<file path="src/rtl/dht11_pkg.sv">
// rtl/dht11_pkg.sv - shared encodings and constants for the DHT11 UART reporter
package dht11_pkg;

    // FSM state encoding
    localparam logic [2:0] ST_IDLE      = 3'd0;
    localparam logic [2:0] ST_CONVERT   = 3'd1;
    localparam logic [2:0] ST_SEND      = 3'd2;
    localparam logic [2:0] ST_WAIT_ACK  = 3'd3;
    localparam logic [2:0] ST_WAIT_FREE = 3'd4;

    // ASCII characters used in the report line
    localparam logic [7:0] CHAR_EQ  = 8'h3D;
    localparam logic [7:0] CHAR_PCT = 8'h25;
    localparam logic [7:0] CHAR_SP  = 8'h20;
    localparam logic [7:0] CHAR_C   = 8'h43;
    localparam logic [7:0] CR       = 8'h0D;
    localparam logic [7:0] LF       = 8'h0A;
    localparam logic [7:0] ZERO     = 8'h30;

    // Integer-byte fields inside the 40-bit DHT11 frame
    localparam int HUM_MSB  = 39;
    localparam int HUM_LSB  = 32;
    localparam int TEMP_MSB = 23;
    localparam int TEMP_LSB = 16;

    // Map one BCD nibble to its ASCII digit
    function automatic logic [7:0] bcd_ascii(input logic [3:0] nib);
        return ZERO + {4'h0, nib};
    endfunction

endpackage

</file>
<file path="src/rtl/bin8_to_bcd.sv">
// rtl/bin8_to_bcd.sv - sequential 8-bit binary to 3-digit BCD converter (double dabble)
module bin8_to_bcd (
    input  logic        clk,
    input  logic        rst_n,
    input  logic        i_start,
    input  logic [7:0]  i_bin,
    output logic        o_done,
    output logic [11:0] o_bcd
);

    // {bcd[11:0], binary[7:0]} working register; the binary half doubles as the input latch
    logic [19:0] r_shift;
    logic [2:0]  r_cnt;
    logic        r_busy;
    logic [11:0] r_bcd;

    logic [11:0] w_adj;
    logic [19:0] w_step;

    // Add 3 to every BCD nibble that is 5 or more, then shift the whole register left
    always_comb begin
        w_adj = r_shift[19:8];
        for (int i = 0; i < 3; i++) begin
            if (r_shift[8 + 4*i +: 4] >= 4'd5) begin
                w_adj[4*i +: 4] = r_shift[8 + 4*i +: 4] + 4'd3;
            end
        end
        w_step = {w_adj[10:0], r_shift[7:0], 1'b0};
    end

    // Load on start, iterate eight times, publish the result on the last iteration only
    always_ff @(posedge clk or negedge rst_n) begin
        if (!rst_n) begin
            r_shift <= 20'h0;
            r_cnt   <= 3'd0;
            r_busy  <= 1'b0;
            r_bcd   <= 12'h000;
        end else if (i_start) begin
            r_shift <= {12'h000, i_bin};
            r_cnt   <= 3'd0;
            r_busy  <= 1'b1;
        end else if (r_busy) begin
            r_shift <= w_step;
            r_cnt   <= r_cnt + 3'd1;
            if (r_cnt == 3'd7) begin
                r_busy <= 1'b0;
                r_bcd  <= w_step[19:8];
            end
        end
    end

    // Done marks the cycle whose closing edge registers the result
    assign o_done = r_busy && (r_cnt == 3'd7);
    assign o_bcd  = r_bcd;

endmodule

</file>
<file path="src/rtl/dht11_uart_reporter.sv">
// rtl/dht11_uart_reporter.sv - converts DHT11 humidity/temperature to BCD and streams an ASCII line to uart_tx
module dht11_uart_reporter
    import dht11_pkg::*;
#(
    parameter int         ADD_CRLF  = 1,
    parameter logic [7:0] HUM_CHAR  = 8'h48,
    parameter logic [7:0] TEMP_CHAR = 8'h54
) (
    input  logic        clk,
    input  logic        rst,
    input  logic [39:0] data,
    input  logic        done,
    input  logic        vaild,
    input  logic        tx_busy,
    output logic [7:0]  tx_data,
    output logic        tx_start,
    output logic [11:0] hum_bcd,
    output logic [11:0] temp_bcd,
    output logic        bcd_valid,
    output logic        busy,
    output logic        dropped
);

    localparam int         LEN      = (ADD_CRLF != 0) ? 15 : 13;
    localparam logic [3:0] LAST_IDX = 4'(LEN - 1);

    logic [2:0] r_state;
    logic [2:0] w_next_state;
    logic [3:0] r_idx;
    logic       r_bcd_valid;

    logic       w_frame_ok;
    logic       w_accept;
    logic       w_hum_done;
    logic       w_temp_done;
    logic       w_conv_done;
    logic [7:0] w_msg_byte;
    logic       w_send_now;
    logic       w_unused_bits;

    assign w_frame_ok    = done & vaild;
    assign w_accept      = w_frame_ok && (r_state == ST_IDLE);
    assign w_conv_done   = w_hum_done & w_temp_done;
    assign w_unused_bits = ^{data[31:24], data[15:0]};

    // The converters' input registers are the latch for the accepted frame
    bin8_to_bcd u_hum_bcd (
        .clk     (clk),
        .rst_n   (rst),
        .i_start (w_accept),
        .i_bin   (data[HUM_MSB:HUM_LSB]),
        .o_done  (w_hum_done),
        .o_bcd   (hum_bcd)
    );

    bin8_to_bcd u_temp_bcd (
        .clk     (clk),
        .rst_n   (rst),
        .i_start (w_accept),
        .i_bin   (data[TEMP_MSB:TEMP_LSB]),
        .o_done  (w_temp_done),
        .o_bcd   (temp_bcd)
    );

    // State register
    always_ff @(posedge clk or negedge rst) begin
        if (!rst) begin
            r_state <= ST_IDLE;
        end else begin
            r_state <= w_next_state;
        end
    end

    // Next-state logic
    always_comb begin
        w_next_state = r_state;
        case (r_state)
            ST_IDLE:      if (w_frame_ok)   w_next_state = ST_CONVERT;
            ST_CONVERT:   if (w_conv_done)  w_next_state = ST_SEND;
            ST_SEND:      if (!tx_busy)     w_next_state = ST_WAIT_ACK;
            ST_WAIT_ACK:  if (tx_busy)      w_next_state = ST_WAIT_FREE;
            ST_WAIT_FREE: begin
                if (!tx_busy) begin
                    w_next_state = (r_idx == LAST_IDX) ? ST_IDLE : ST_SEND;
                end
            end
            default:      w_next_state = ST_IDLE;
        endcase
    end

    // Outputs: one strobe per SEND visit, only while the uart is free
    always_comb begin
        w_send_now = (r_state == ST_SEND) && !tx_busy;
        tx_start   = w_send_now;
        tx_data    = w_send_now ? w_msg_byte : 8'h00;
        busy       = (r_state != ST_IDLE);
        dropped    = w_frame_ok && (r_state != ST_IDLE);
    end

    // Byte index advances once the uart has finished the current byte
    always_ff @(posedge clk or negedge rst) begin
        if (!rst) begin
            r_idx <= 4'd0;
        end else if ((r_state == ST_WAIT_FREE) && !tx_busy) begin
            r_idx <= (r_idx == LAST_IDX) ? 4'd0 : r_idx + 4'd1;
        end
    end

    // Sticky flag: BCD outputs hold a real conversion
    always_ff @(posedge clk or negedge rst) begin
        if (!rst) begin
            r_bcd_valid <= 1'b0;
        end else if ((r_state == ST_CONVERT) && w_conv_done) begin
            r_bcd_valid <= 1'b1;
        end
    end

    assign bcd_valid = r_bcd_valid;

    // Message byte selection by index
    always_comb begin
        w_msg_byte = 8'h00;
        case (r_idx)
            4'd0:    w_msg_byte = HUM_CHAR;
            4'd1:    w_msg_byte = CHAR_EQ;
            4'd2:    w_msg_byte = bcd_ascii(hum_bcd[11:8]);
            4'd3:    w_msg_byte = bcd_ascii(hum_bcd[7:4]);
            4'd4:    w_msg_byte = bcd_ascii(hum_bcd[3:0]);
            4'd5:    w_msg_byte = CHAR_PCT;
            4'd6:    w_msg_byte = CHAR_SP;
            4'd7:    w_msg_byte = TEMP_CHAR;
            4'd8:    w_msg_byte = CHAR_EQ;
            4'd9:    w_msg_byte = bcd_ascii(temp_bcd[11:8]);
            4'd10:   w_msg_byte = bcd_ascii(temp_bcd[7:4]);
            4'd11:   w_msg_byte = bcd_ascii(temp_bcd[3:0]);
            4'd12:   w_msg_byte = CHAR_C;
            4'd13:   w_msg_byte = CR;
            4'd14:   w_msg_byte = LF;
            default: w_msg_byte = 8'h00;
        endcase
    end

endmodule

</file>
<file path="config.mk">
export PLATFORM = sky130hd
export DESIGN_NAME = dht11_uart_reporter
export DESIGN_NICKNAME = d
export VERILOG_FILES = /design/src/rtl/dht11_pkg.sv /design/src/rtl/bin8_to_bcd.sv /design/src/rtl/dht11_uart_reporter.sv
export SDC_FILE = /design/constraint.sdc
export NUM_CORES = 1
export LEC_CHECK = 0
export CAP_MARGIN = 20
export CORE_AREA = 2 2 108 110
export CTS_CLUSTER_SIZE = 25
export DETAILED_ROUTE_END_ITERATION = 8
export DIE_AREA = 0 0 110 112
export MAX_ROUTING_LAYER = met4
export PLACE_DENSITY = 0.63
export SYNTH_ARGS = -nofsm -noshare
export SYNTH_HDL_FRONTEND = slang
export SYNTH_SLANG_ARGS = --single-unit
</file>
<file path="constraint.sdc">
create_clock -name clk -period 1.63 [get_ports clk]
set_input_delay 0.4075 -clock clk [delete_from_list [all_inputs] [get_ports clk]]
set_output_delay 0.4075 -clock clk [all_outputs]
set_load 0.03 [all_outputs]
</file>
# Word-level counts from Yosys, hierarchy flattened
# Index checks and enable logic that the tools add are counted.
[totals]
ff_bits = 80
output_inout_bits = 36
[op_classes]
n_reduce_logical = 17
n_bitwise = 3
magnitude_cmp = 6
n_addsub = 15
mux = 30
eq_ne = 25
[ops]
columns = ["cell", "n"]
rows = [
  ["one-hot mux 7 bit (14 select lines)", 1],
  ["2-to-1 mux 20 bit", 4],
  ["adder 6 x 4 -> 7 bit, first input constant", 6],
  ["2-to-1 mux 3 bit", 11],
  ["== test 4 bit, second input constant", 7],
  ["greater-or-equal comparator 4 x 3 -> 1 bit, second input constant", 6],
  ["2-to-1 mux 4 bit", 5],
  ["adder 4 x 2 -> 4 bit, second input constant", 4],
  ["== test 4 x 3 -> 1 bit, second input constant", 4],
  ["one-hot mux 3 bit (5 select lines)", 1],
  ["inequality test 2 bit, second input constant", 5],
  ["== test 3 bit, second input constant", 3],
  ["== test 4 x 2 -> 1 bit, second input constant", 2],
  ["2-to-1 mux 8 bit", 1],
  ["logical AND 1 bit", 7],
  ["adder 3 x 1 -> 3 bit, second input constant", 2],
  ["adder 3 x 2 -> 3 bit, second input constant", 2],
  ["== test 3 x 2 -> 1 bit, second input constant", 2],
  ["2-to-1 mux 1 bit", 6],
  ["AND reduction 3 bit", 2],
  ["AND reduction 5 bit", 1],
  ["adder 4 x 1 -> 4 bit, second input constant", 1],
  ["== test 4 x 1 -> 1 bit, second input constant", 1],
  ["zero test 4 bit", 1],
  ["other kinds (9)", 11],
]

# Logic depth before layout (Yosys ltp)
# Gate-level depths: netlist of the first run.
[depth]
ltp_word = 5
depth_mapped = 7
ltp_nobuf = 6

# By module
# From an unflattened synthesis of the first run, not the netlist that was laid out.
[hier_totals]
cells_unflattened = 479
hier_area_um2 = 4441.8
[modules_own_cells]
columns = ["mod", "seq_area_each_um2", "cells_per_inst", "instances", "area_each_um2"]
rows = [
  ["bin8_to_bcd", 900.9, 182, 2, 1795.5],
  ["dht11_uart_reporter", 200.2, 115, 1, 850.8],
]

# Least setup slack after synthesis of the first run
# OpenSTA, ideal clock, no wires.
[synth_timing]
path_kind = "reg2out"
start = "register r_state[1]"
end = "output tx_data[2]"
path_stages_with_launch = 6
path_buffers = 1
setup_slack_ps = -675
t_arrival_ps = 1897
cell_sequence = "dfrtp_1 buf_2 nand2b_1 nor3_2 nand2_1 a31oi_1"
[synth_via]
elab_chain_cells = 3
[synth_rtl]
columns = ["element", "line_no", "rtl"]
rows = [
  ["start, declared", "dht11_uart_reporter.sv:27", "logic [2:0] r_state;"],
  ["start signal, assigned", "dht11_uart_reporter.sv:70", "r_state <= w_next_state;"],
  ["== test 3 x 2 -> 1 bit", "dht11_uart_reporter.sv:93", "w_send_now = (r_state == ST_SEND) && !tx_busy;"],
  ["logical AND 1 bit", "dht11_uart_reporter.sv:93", ""],
  ["named net tx_start", "dht11_uart_reporter.sv:16", "output logic tx_start,"],
  ["2-to-1 mux 8 bit", "dht11_uart_reporter.sv:95", "tx_data = w_send_now ? w_msg_byte : 8'h00;"],
  ["end, declared", "dht11_uart_reporter.sv:15", "output logic [7:0] tx_data,"],
]
# The timed path passes the listed nets, and every way through them passes these cells.

# Worst setup path after layout of the first run
[layout_timing]
start = "register r_idx[2]"
end = "output tx_data[0]"
[layout_via]
elab_chain_cells = 4
elab_cells_between_ends = 18
[layout_rtl]
columns = ["element", "line_no", "rtl"]
rows = [
  ["start, declared", "dht11_uart_reporter.sv:29", "logic [3:0] r_idx;"],
  ["start signal, assigned", "dht11_uart_reporter.sv:105", "r_idx <= (r_idx == LAST_IDX) ? 4'd0 : r_idx + 4'd1;"],
  ["== test 4 bit or == test 4 x 1 -> 1 bit (tied branches)", "dht11_uart_reporter.sv:123", "case (r_idx)"],
  ["OR reduction 2 bit (no line)", "n/a", ""],
  ["one-hot mux 7 bit (14 select lines) *", "dht11_uart_reporter.sv:123", ""],
  ["2-to-1 mux 8 bit *", "dht11_uart_reporter.sv:95", ""],
]
# Mark *: on every way between the ends. The rest lies on a longest branch, timed or not.

==> out/metrics.cfg, run 1 <==
[run_status]
status = finished with violations
violations = negative setup slack

[drt]
drc = 0
avgViaCountPerCell = 5.30
wl_per_cell_um = 16.6
firstDrtPassIters = 4
antenna_left = 0
wl_um = 12300
vias = 3943
drt_iter0_drc = 237

[cells_and_area]
drive_gt1_share_pct = 35.3
antennaDiodeCount = 0
area_growth_pct = 51.9
final_cells = 744
nNetsFinal = 658
final_area_mm2 = 0.00658
fillers = 931

[worst_setup_path]
critPathLaunchType = register
crit_family = simple AND/OR/NAND/NOR gates
cp_slowest_cell = or4_4
crit_start = r_idx[2]
worstReg2RegStart = r_state[2]
crit_path_max_fanout = 6
crit_chain = buf_4 -> or4_4 -> a21oi_4 -> buf_6
critPathCaptureType = output port
crit_arrival_ps = 1800
slowest_delay_ps = 550
critPathBufInv = 2
path_class = register to output port
required_ps = 1220

[sta]
finalClockSkew_ps = 11.3
hold_viol_final = 0
finalMaxSlewViolations = 0
rsz0062_at_grt = yes
min_period_over_period_pct = 135
maxClockFrequency_mhz = 454
finalCriticalPeriod_ps = 2200
layout_setup_ws_ps = -574
finalSetupViolations = 45

[die]
row_count = 39
ioPinCount = 81
core_mm2 = 0.0112
dieArea_mm2 = 0.0123
start_util_pct = 38.8
fp.dieH_um = 112
die_x_um = 110

[worst_hold_path]
min_from = bcd_valid
min_path_type = register to register

[synth]
synth-seq-cells = 80
syn_area_mm2 = 0.00433
ys_types = 48
yosys.area.top_type = dfrtp_1
ys.warnings.count = 0
synth-main-ff-cell = dfrtp_1
yosysTopAreaCellShare_pct = 46.2
synthCells = 466
yosys-top-cells-area = dfrtp_1 (46%), o21ai_0 (7.2%), nand2_1 (6.3%)
ys_top_cells_by_count = dfrtp_1 (80), nand2_1 (73), o21ai_0 (62)
async_flop_share_pct = 100
synth-edff-count = 0
yosysSeqAreaShare_pct = 46.2
synthesis.nets = 527
syn_area_per_cell_um2 = 9.30
post-synth-top-count-cell = dfrtp_1

[place]
place_area_mm2 = 0.00546
hpwl_um = 7980
io_buffers = 55
gp_congestion = 0.899
placedCellCount = 696

[clock_network]
clk_latency_ps = 340
cts_tree = done
cts-root-buf = clkbuf_16
cts.path.max_buffers = 2
path_clk_slew_ps = 70
ctsHtreeMaxLevel = 3
clock-sinks = 80
numCtsBuffers = 9

[grt]
overflow = 0
grtUsageTotal_pct = 19.3
grt_max_degree = 60
grt_pass1_vias = 3714
antenna_found_initial = 0
grt_first_pass_wirelength_um = 18100

[power_and_ir_drop]
ir_drop_mv = 0.846
cellPowerDensity_mw_per_mm2 = 1840
p_leak_nw = 2.92

[run]
cap_violations = 0

[final timing paths]
path                                       endpoint  slack [ps]  cells past startpoint
worst max-delay path                     tx_data[0]        -570                      4
worst min-delay path                      bcd_valid         480                      1
worst max register to register  u_temp_bcd.o_bcd[0]        -170                      7
worst min register to register            bcd_valid         480                      1
max in group asynchronous        u_hum_bcd.o_bcd[4]         590                      3
min in group asynchronous        u_hum_bcd.o_bcd[6]         520                      2
[cells in the final DEF, fill, tap and decap left out, types with 4 or more instances in the layout]
cell / instances
nor2_1: 19
a31oi_1: 7
nor3b_1: 9
nand3_1: 8
mux2_2: 5
mux2i_1: 23
dlygate4sd2_1: 19
buf_4: 56
nand2_1: 44
clkdlybuf4s50_1: 18
buf_12: 4
nand2_2: 19
dfrtp_1: 79
o21ai_0: 23
ha_1: 16
nand2_4: 9
buf_6: 33
o21ai_2: 14
clkbuf_16: 15
buf_8: 4
xnor2_1: 7
nand2b_1: 7
o21ai_1: 26
a21oi_2: 8
inv_1: 16
a211oi_1: 4
a21oi_1: 25
o22ai_1: 7
clkbuf_2: 4
[stage by stage]
stage | utilization (%) | setup TNS, ps | total power, mW | hold slack [ps] | setup WS (ps)
6_report | 58.9 | -6870 | 12.1 | 482 | -574
5_1_grt | 58.9 | -8020 | 12.9 | 509 | -614
4_1_cts | 53.7 | -4140 | 11.3 | 482 | -545
3_5_place_dp | 48.8 | -9020 | 8.99 | 349 | -614
3_3_place_gp | 48.8 | -7120 | 8.78 | 347 | -561
2_1_floorplan | - | -1500 | 6.82 | 112 | -269
[timing repair]
item / 4_1_cts / 5_1_grt
resized for setup: 70 / 137
cloned: 0 / 10
setup buffers: 14 / 10
hold buffers: 1 / 0
endpoints found under the setup margin: 35 / 70
hold endpoints to repair: 23 / 0
pin swaps: 9 / 38
[sequential cells by signal, indices dropped and copies added, names as in the netlist]
name                count
r_state                 3
u_hum_bcd.o_bcd        12
u_hum_bcd.r_shift      20
u_hum_bcd.r_cnt         3
u_hum_bcd.r_busy        1
r_idx                   4
u_temp_bcd.r_busy       1
bcd_valid               1
u_temp_bcd.o_bcd       12
u_temp_bcd.r_cnt        3
u_temp_bcd.r_shift     20
[logic make-up (layout without fill, tap and decap cells)]
group / count (synthesis) / after routing / synth area share, %
AO/OA/AOI/OAI: 138 / 138 / 18.2
AND/OR/NAND/NOR: 145 / 145 / 16.6
XOR/XNOR: 8 / 8 / 1.62
buffers and inverters: 47 / 182 / 5.26
adder cells (fa/ha/maj): 16 / 16 / 4.62
flip-flops: 80 / 80 / 46.2
multiplexers: 31 / 31 / 7.39
other: 1 / 1 / 0.0866
[layout make-up]
class | count | area, µm² | share of cell area (%)
clock buffers | 10 | 229 | 3.48
well taps | 143 | 179 | 2.72
inverters | 19 | 73.8 | 1.12
clock inverters | 5 | 106 | 1.62
multi-input cells | 339 | 2500 | 38.0
flip-flops and latches | 80 | 2000 | 30.4
repair buffers | 148 | 1490 | 22.6
[layer usage]
metal  vias to the layer above  global-route usage, %  wire length (µm)
met5                         -                      -                 0
met4                         0                   8.35               302
met3                        25                   3.28               667
met2                       117                   29.3              5980
met1                      1901                   25.1              5370
li1                       1900                      -                 -
[report_power, final]
part / total [mW] / switching [mW] / internal, mW
logic: 6.06 / 3.30 / 2.76
clock network: 2.29 / 0.798 / 1.49
registers: 3.75 / 0.906 / 2.84
total: 12.1 / 5.00 / 7.09
Power figures use the tool's default switching activity.
==> run 2, diff against run 1 <==
- GPL_TIMING_DRIVEN: not set -> 1
==> results of run 2 <==
The final DEF is identical to that of run 1; final timing and power are the same.
